**config.mk**
```make
export PLATFORM = sky130hd
export DESIGN_NAME = cacheline_burst_adapter
export DESIGN_NICKNAME = d
export VERILOG_FILES = /design/src/rtl/cacheline_burst_adapter.sv
export SDC_FILE = /design/constraint.sdc
export NUM_CORES = 1
export LEC_CHECK = 0
export ABC_AREA = 1
export BUFFER_PORTS_ARGS = -buffer_cell sky130_fd_sc_hd__buf_2
export CAP_MARGIN = 20
export CORE_AREA = 2 2 277 279
export CTS_CLUSTER_SIZE = 12
export DETAILED_ROUTE_END_ITERATION = 12
export DIE_AREA = 0 0 279 281
export PLACE_DENSITY = 0.37
export SETUP_SLACK_MARGIN = 0.3
export SYNTH_ARGS = -nofsm -noshare
export SYNTH_HDL_FRONTEND = slang
export SYNTH_SLANG_ARGS = --single-unit
```
**constraint.sdc**
```tcl
create_clock -name clk -period 9.35 [get_ports clk]
set_input_delay 0.4675 -clock clk [delete_from_list [all_inputs] [get_ports clk]]
set_output_delay 0.4675 -clock clk [all_outputs]
set_load 0.005 [all_outputs]
```
**src/rtl/cacheline_burst_adapter.sv**
```systemverilog
`default_nettype none
// ============================================================================
// Module  : cacheline_burst_adapter
// Brief   : Converts one 256-bit cacheline read/write into a 4x64-bit bmem burst.
// Revision: 1.0
// ============================================================================
module cacheline_burst_adapter #(
  parameter int BEAT_W    = 64,
  parameter int BURST_LEN = 4
) (
  input  logic                        clk,
  input  logic                        rst_n,
  input  logic [31:0]                 dfp_addr,
  input  logic                        dfp_read,
  input  logic                        dfp_write,
  input  logic [BEAT_W*BURST_LEN-1:0] dfp_wdata,
  output logic [BEAT_W*BURST_LEN-1:0] dfp_rdata,
  output logic                        dfp_resp,
  output logic [31:0]                 bmem_addr,
  output logic                        bmem_read,
  output logic                        bmem_write,
  output logic [BEAT_W-1:0]           bmem_wdata,
  input  logic                        bmem_ready,
  input  logic [BEAT_W-1:0]           bmem_rdata,
  input  logic                        bmem_rvalid
);

  localparam int                 c_line_w = BEAT_W * BURST_LEN;
  localparam int                 c_cnt_w  = (BURST_LEN > 1) ? $clog2(BURST_LEN) : 1;
  localparam logic [c_cnt_w-1:0] c_last   = c_cnt_w'(BURST_LEN - 1);

  localparam logic [2:0] c_idle     = 3'd0;
  localparam logic [2:0] c_rd_issue = 3'd1;
  localparam logic [2:0] c_rd_wait  = 3'd2;
  localparam logic [2:0] c_wr       = 3'd3;
  localparam logic [2:0] c_resp     = 3'd4;

  if (c_line_w != 256) begin : g_line_width_check
    $error("cacheline_burst_adapter: BEAT_W*BURST_LEN must equal 256");
  end

  logic [2:0]          r_state;
  logic [2:0]          w_state_nxt;
  logic [c_cnt_w-1:0]  r_cnt;
  logic [31:0]         r_addr;
  logic [c_line_w-1:0] r_buf;
  logic                w_beat_done;
  logic                w_unused_addr_lsbs;

  // Line offset bits never reach the bus; the burst is always line aligned.
  assign w_unused_addr_lsbs = ^dfp_addr[4:0];

  assign w_beat_done = ((r_state == c_rd_wait) && bmem_rvalid) ||
                       ((r_state == c_wr) && bmem_ready);

  always_ff @(posedge clk) begin
    if (!rst_n) begin
      r_state <= c_idle;
    end else begin
      r_state <= w_state_nxt;
    end
  end

  always_comb begin
    w_state_nxt = r_state;
    case (r_state)
      c_idle: begin
        if (dfp_write) begin
          w_state_nxt = c_wr;
        end else if (dfp_read) begin
          w_state_nxt = c_rd_issue;
        end
      end
      c_rd_issue: if (bmem_ready) w_state_nxt = c_rd_wait;
      c_rd_wait:  if (bmem_rvalid && (r_cnt == c_last)) w_state_nxt = c_resp;
      c_wr:       if (bmem_ready && (r_cnt == c_last)) w_state_nxt = c_resp;
      c_resp:     w_state_nxt = c_idle;
      default:    w_state_nxt = c_idle;
    endcase
  end

  always_comb begin
    bmem_read  = 1'b0;
    bmem_write = 1'b0;
    dfp_resp   = 1'b0;
    case (r_state)
      c_rd_issue: bmem_read  = 1'b1;
      c_wr:       bmem_write = 1'b1;
      c_resp:     dfp_resp   = 1'b1;
      default: ;
    endcase
  end

  // Beat counter wraps to zero on the last beat, so it is clean on entry to RESP.
  always_ff @(posedge clk) begin
    if (!rst_n) begin
      r_cnt <= '0;
    end else if ((r_state == c_idle) || (r_state == c_rd_issue)) begin
      r_cnt <= '0;
    end else if (w_beat_done) begin
      r_cnt <= (r_cnt == c_last) ? '0 : r_cnt + 1'b1;
    end
  end

  // Address and line buffer carry no reset: their contents are don't-care until loaded.
  always_ff @(posedge clk) begin
    if (r_state == c_idle) begin
      r_addr <= {dfp_addr[31:5], 5'd0};
      if (dfp_write) begin
        r_buf <= dfp_wdata;
      end
    end else if ((r_state == c_rd_wait) && bmem_rvalid) begin
      r_buf[r_cnt*BEAT_W +: BEAT_W] <= bmem_rdata;
    end
  end

  assign bmem_addr  = r_addr;
  assign bmem_wdata = r_buf[r_cnt*BEAT_W +: BEAT_W];
  assign dfp_rdata  = r_buf;

endmodule
`default_nettype wire

```
==> summary.txt, run 1 <==
Outcome: finished, final reports clean
CTS tree: built
Port Buffers: 702
Vias in the first global route: 14100
DPL Wire Length: 49500 microns
Sequential area share after synthesis: 62.2%
CTS Sinks: 288
CP Data Required Time: 9.72 ns
Total grt overflow: 0
RSZ-0062 raised after global routing: false
Initial Util: 18.3%
Leakage: 0.00799 uW
Post-Layout Inst Area: 0.0193 sq mm
Clk_lat worst skew: 0.55 ns
RR Endpoint: dfp_rdata[157]
Startpoint types: register
Synth Instances: 1426
CTS clock-pin slew for the worst setup and hold paths: 0.07 ns
Netlist Area Pre-Place: 0.0138 sq mm
Router iterations before antenna repair: 5
Yosys reg bits: 288
DR vias: 13800
Htree depth: 2
I/O pin count: 713
Max-Cap Viols: 0
CP Capture Type: register
Min-delay src: dfp_addr[25]
Root Driver: clkbuf_16
Layout cells sized above 1: 37.3%
Wirelength per Cell: 23.3 microns
Drt first-iter violations: 920
Post-layout minimum cycle time: 4.13 ns
Hold Path Depth: 1
Setup TNS: 0 ns
Syn-to-layout area delta: 39.7%
Routed Wire Length: 72100 microns
Setup-failing EPs final: 0
CTS Buffer Depth: 3
Reg2reg start: r_cnt[0]
Setup Skew: 0.0190 ns
Final Hold Viols: 0
Die width: 279 microns
Worst slew pin tran: 1.03 ns
Max Freq: 0.242 GHz
Cell Pwr Density: 361 mW/mm^2
DP Area: 0.0182 sq mm
Syn. warnings: 0
Via density: 4.47
Data arrival, critical path: 4.50 ns
Hold bufs inserted after CTS: 0
Syn_area_per_cell: 9.70 sq um
Total CTS buffers: 37
DIE AREA: 0.0784 sq mm
Placer Congestion: 0.814
Crit Path Category: register to register
Core area: 0.0754 sq mm
Post-layout nets: 2440
Worst Path Max Fanout: 61
Tcrit/Tclk final: 44.2%
Endpoint, Worst Hold: bmem_addr[25]
Routed Antenna Nets: 0
Initial antenna violation count: 17
Area contributors post-synth: edfxtp_1 61%, nand2_1 11%, o21ai_0 9.5%
Max IR drop VDD: 0.000162 V
Fin. max-slew vios: 0
Synth unique cells: 27
Cts repair resizes: 0
Residual DRC: 0
Most frequent cells in the layout: 702 x buf_2, 394 x nand2_1, 283 x edfxtp_1, 262 x o21ai_0, 139 x nor2_1
Gr usage total: 17.5%
Post-synth top area share: 61.5%
Pin count of the biggest net entering global routing: 119
Post-CTS setup buffers: 0
R2R cell count: 6
Largest area contributor in the netlist: edfxtp_1
Final core utilization: 25.6%
R2R Setup Slk: 5.22 ns
Most common cell after layout, fill and taps aside: buf_2
Row cnt: 101
CP Launch Point: r_cnt[0]
Tightest Hold Check Type: input port to register
Height of the die: 281 microns
Slew margin rel.: 31.1%
First-pass GRT wire length: 99800 microns
[synth_stat cells (all sizes together)]
cell type	number
nand4	4
o22ai	64
o21ai	388
edfxtp	283
clkbuf	49
nand3b	1
nor2	143
nor3	2
nand2	395
dfxtp	5
ha	6
a21oi	3
inv	11
buf	64
nand3	6
conb	1
o21a	1
[stage by stage]
stage / hold WS, ns / setup slack, ns / total power, uW / cells
final: 0.0930 / 5.22 / 6980 / 3089
after global routing: 0.0706 / 4.97 / 7450 / 3088
after CTS: 0.0486 / 5.06 / 7120 / 3081
after detailed placement: 0.616 / 5.09 / 5720 / 3015
after global placement: 0.602 / 5.12 / 5700 / 3015
after floorplan: 0.565 / 4.44 / 4050 / 1430
[report_power, final]
group | switching [uW] | internal, uW | leakage (uW)
logic | 1990 | 922 | 0.00470
registers | 341 | 2350 | 0.00274
clock network | 590 | 788 | 0.000546
total | 2920 | 4060 | 0.00799
[logic make-up after synthesis]
family	after synthesis	share of synthesized area (%)
AO/OA/AOI/OAI	456	17.1
adder cells (fa/ha/maj)	6	0.543
buffers and inverters	124	4.61
flip-flops	288	62.2
other	1	0.0271
AND/OR/NAND/NOR	551	15.5
[layer usage]
| metal | share of wire, % | vias up | GRT usage, % |
|---|---|---|---|
| met3 | 8.0 | 96 | 5.00 |
| met1 | 38 | 6701 | 19.7 |
| met4 | 2.3 | 14 | 5.14 |
| met5 | 0.13 | - | 0 |
| li1 | - | 6359 | - |
| met2 | 52 | 641 | 32.1 |
[worst max path at each step]
stage / endpoint / cells past startpoint
after floorplan: dfp_rdata[0] / 7
after global placement: dfp_rdata[172] / 6
after detailed placement: dfp_rdata[160] / 6
after CTS: dfp_rdata[157] / 6
after global routing: dfp_rdata[160] / 6
final: dfp_rdata[157] / 6
[final cells by class]
| cell class | instances | area (sq um) |
|---|---|---|
| diodes | 8 | 20.0 |
| clock buffers | 50 | 1020 |
| clock inverters | 16 | 97.6 |
| fillers | 8266 | 56100 |
| inverters | 11 | 52.6 |
| multi-input cells | 1018 | 4660 |
| flip-flops and latches | 288 | 8610 |
| well taps | 978 | 1220 |
| repair buffers | 720 | 3650 |
[flip-flops by register name (all words and copies together), names as in the netlist]
register   cells
dfp_rdata    256
bmem_addr     27
r_state        3
r_cnt          2
[critical path: stages (launching register included)]
cell	delay, ns
dfxtp_4	0.85
inv_4	0.39
buf_4	0.40
ha_1	0.55
nand4_4	0.77
buf_4	0.61
o21ai_0	0.22
Power figures use the tool's default switching activity.
==> inputs of run 2 (changes only) <==
--- a/config.mk
+++ b/config.mk
@@ -8,11 +8,11 @@
 export ABC_AREA = 1
 export BUFFER_PORTS_ARGS = -buffer_cell sky130_fd_sc_hd__buf_2
 export CAP_MARGIN = 20
-export CORE_AREA = 2 2 277 279
+export CORE_AREA = 2 2 278 280
 export CTS_CLUSTER_SIZE = 12
 export DETAILED_ROUTE_END_ITERATION = 12
-export DIE_AREA = 0 0 279 281
-export PLACE_DENSITY = 0.37
+export DIE_AREA = 0 0 280 282
+export PLACE_DENSITY = 0.38
 export SETUP_SLACK_MARGIN = 0.3
 export SYNTH_ARGS = -nofsm -noshare
 export SYNTH_HDL_FRONTEND = slang
==> constraint.sdc (replaced) <==
create_clock -name clk -period 3.45 [get_ports clk]
set_input_delay 0.1725 -clock clk [delete_from_list [all_inputs] [get_ports clk]]
set_output_delay 0.1725 -clock clk [all_outputs]
set_load 0.005 [all_outputs]
==> run 2 against run 1 <==
  * Count of clock-buffer cells in the layout shrank 4
  * Final cell count grew 12%
  * Critical path type unchanged
  * Design area grew 20%
  * Largest cell class unchanged
  * Via count grew 11%
==> summary.txt, run 2 (synthesis results as in run 1) <==
Outcome: finished, final reports clean (unchanged)
Pin count of the biggest net entering global routing: 198 (was 119)
Crit-path cells: inv_4, ha_1, inv_1, nand4_4, buf_12, o21ai_1, dlygate4sd3_1 (was inv_4, buf_4, ha_1, nand4_4, buf_4, o21ai_0)
Tcrit/Tclk final: 89.7% (was 44.2%)
Max FFs per register: 256 (unchanged)
Die width: 280 microns (was 279 microns)
Max IR drop VDD: 0.00121 V (was 0.000162 V)
Router iterations before antenna repair: 6 (was 5)
CP Capture Type: register (unchanged)
Total CTS buffers: 38 (was 37)
Crit Path Category: register to register (unchanged)
Syn-to-layout area delta: 68.2% (was 39.7%)
Residual DRC: 0 (unchanged)
Met1 Use GR: 19.6% (was 19.7%)
Leakage: 0.00974 uW (was 0.00799 uW)
Max-Cap Viols: 0 (unchanged)
Root Driver: clkbuf_16 (unchanged)
Port Buffers: 702 (unchanged)
Setup TNS: 0 ns (unchanged)
Total grt overflow: 0 (unchanged)
CTS clock-pin slew for the worst setup and hold paths: 0.06 ns (was 0.07 ns)
Via density: 4.42 (was 4.47)
Initial Util: 18.3% (about the same)
CP Data Required Time: 3.85 ns (was 9.72 ns)
Data arrival, critical path: 3.50 ns (was 4.50 ns)
CTS tree: built (unchanged)
Fin. max-slew vios: 0 (unchanged)
Most frequent cells in the layout: 702 x buf_2, 394 x nand2_1, 376 x dlygate4sd3_1, 283 x edfxtp_1, 262 x o21ai_0 (was 702 x buf_2, 394 x nand2_1, 283 x edfxtp_1, 262 x o21ai_0, 139 x nor2_1)
Drt first-iter violations: 1062 (was 920)
Most common cell after layout, fill and taps aside: buf_2 (unchanged)
Setup Skew: 0.0158 ns (was 0.0190 ns)
Post-CTS setup buffers: 0 (unchanged)
Height of the die: 282 microns (was 281 microns)
Max incr delay on CP: 0.55 ns (was 0.85 ns)
Wirelength per Cell: 20.8 microns (was 23.3 microns)
GRT Max-Usage Layer: met2 (unchanged)
DR vias: 15300 (was 13800)
Setup-failing EPs final: 0 (unchanged)
CTS Sinks: 288 (unchanged)
Final Hold Viols: 0 (unchanged)
CTS Buffer Depth: 3 (unchanged)
DIE AREA: 0.0790 sq mm (was 0.0784 sq mm)
Routed Wire Length: 72000 microns (was 72100 microns)
Startpoint types: register (unchanged)
Row cnt: 101 (unchanged)
RSZ-0062 raised after global routing: true (was false)
Post-layout minimum cycle time: 3.09 ns (was 4.13 ns)
I/O pin count: 713 (unchanged)
Clk_lat worst skew: 0.54 ns (was 0.55 ns)
Slowest cell on the critical path: dlygate4sd3_1 (was dfxtp_4)
Gr usage total: 17.4% (was 17.5%)
Placer Congestion: 0.879 (was 0.814)
Cell Pwr Density: 856 mW/mm^2 (was 361 mW/mm^2)
Core area: 0.0757 sq mm (was 0.0754 sq mm)
Post-layout nets: 2827 (was 2440)
Vias in the first global route: 16300 (was 14100)
Slew margin rel.: 26.0% (was 31.1%)
Worst Path Max Fanout: 37 (was 61)
Tightest Hold Check Type: input port to register (unchanged)
Layout cells sized above 1: 32.0% (was 37.3%)
Fill cells: 8050 (was 8266)
DPL Wire Length: 48600 microns (was 49500 microns)
Routed Antenna Nets: 0 (unchanged)
Initial antenna violation count: 3 (was 17)
Met3 global-route usage: 4.08% (was 5.00%)
Final core utilization: 30.7% (was 25.6%)
Htree depth: 2 (unchanged)
GRT met2 Usage: 31.5% (was 32.1%)
First-pass GRT wire length: 103000 microns (was 99800 microns)
R2R Setup Slk: 0.36 ns (was 5.22 ns)
Worst slew pin tran: 1.11 ns (was 1.03 ns)
Area of the multi-input gates: 0.00466 sq mm (unchanged)
Cts repair resizes: 0 (unchanged)
Max Freq: 0.323 GHz (was 0.242 GHz)
Register area: 0.00861 sq mm (unchanged)
run 2: changes by cell type in the layout (fill, tap and decap cells not counted), sizes merged, moves of 4 or more:
cell	delta
buf	+10
clkbuf	-4
diode	-7
dlygate4sd3	+376
run 2: stage by stage:
stage                     cells  setup slack (ns)  total power (uW)  hold WS [ns]  area, sq um
after floorplan            1430             0.324             10900         0.270        13900
after global placement     3025             0.834             15500         0.351        18400
after detailed placement   3025             0.750             15500         0.351        18400
after CTS                  3466             0.327             20200      0.000284        23300
after global routing       3467             0.194             21200        0.0122        23300
final                      3467             0.355             19900        0.0362        23300
run 2: routing by layer:
layer | vias to the layer above | share of wire [%]
met3 | 137 | 7.2
met2 | 705 | 51
li1 | 7112 | -
met4 | 2 | 3.7
met1 | 7377 | 38
met5 | - | 0.011
run 2: final cells by class:
cell class,count,area share (%)
Clock buffer,46,4.31
Timing Repair Buffer,1106,32.7
Tap cell,978,5.26
Antenna cell,1,0.0108
Inverter,11,0.221
Clock inverter,19,0.500
Multi-Input combinational cell,1018,20.0
Sequential cell,288,37.0
run 2: final timing paths:
kind | start | endpoint | cells after the start
setup / recovery | r_cnt[0] | dfp_rdata[16] | 7
hold / removal | bmem_rdata[58] | dfp_rdata[186] | 3
setup reg to reg | r_cnt[0] | dfp_rdata[16] | 7
hold reg to reg | r_state[0] | r_state[1] | 2
run 2: report_power, final:
part	internal (uW)	switching [uW]	total, uW	leakage, uW
clock	2130	1570	3700	0.000545
combinational	3440	5540	8980	0.00646
sequential	6340	904	7240	0.00274
run 2: worst max-delay path, delay by kind of cell (launching register included):
kind                       cells  cell delay [ns]
AOI/OAI and AO/OA              1             0.15
DFF                            1             0.36
and+or+nand+nor                1             0.53
adders and majority gates      1             0.40
buffers and inverters          4             1.45
run 2: what timing repair did:
item                                   4_1_cts  5_1_grt
endpoints found under the hold margin      286        0
setup endpoints to repair                    0        4
hold buffers                               376        0
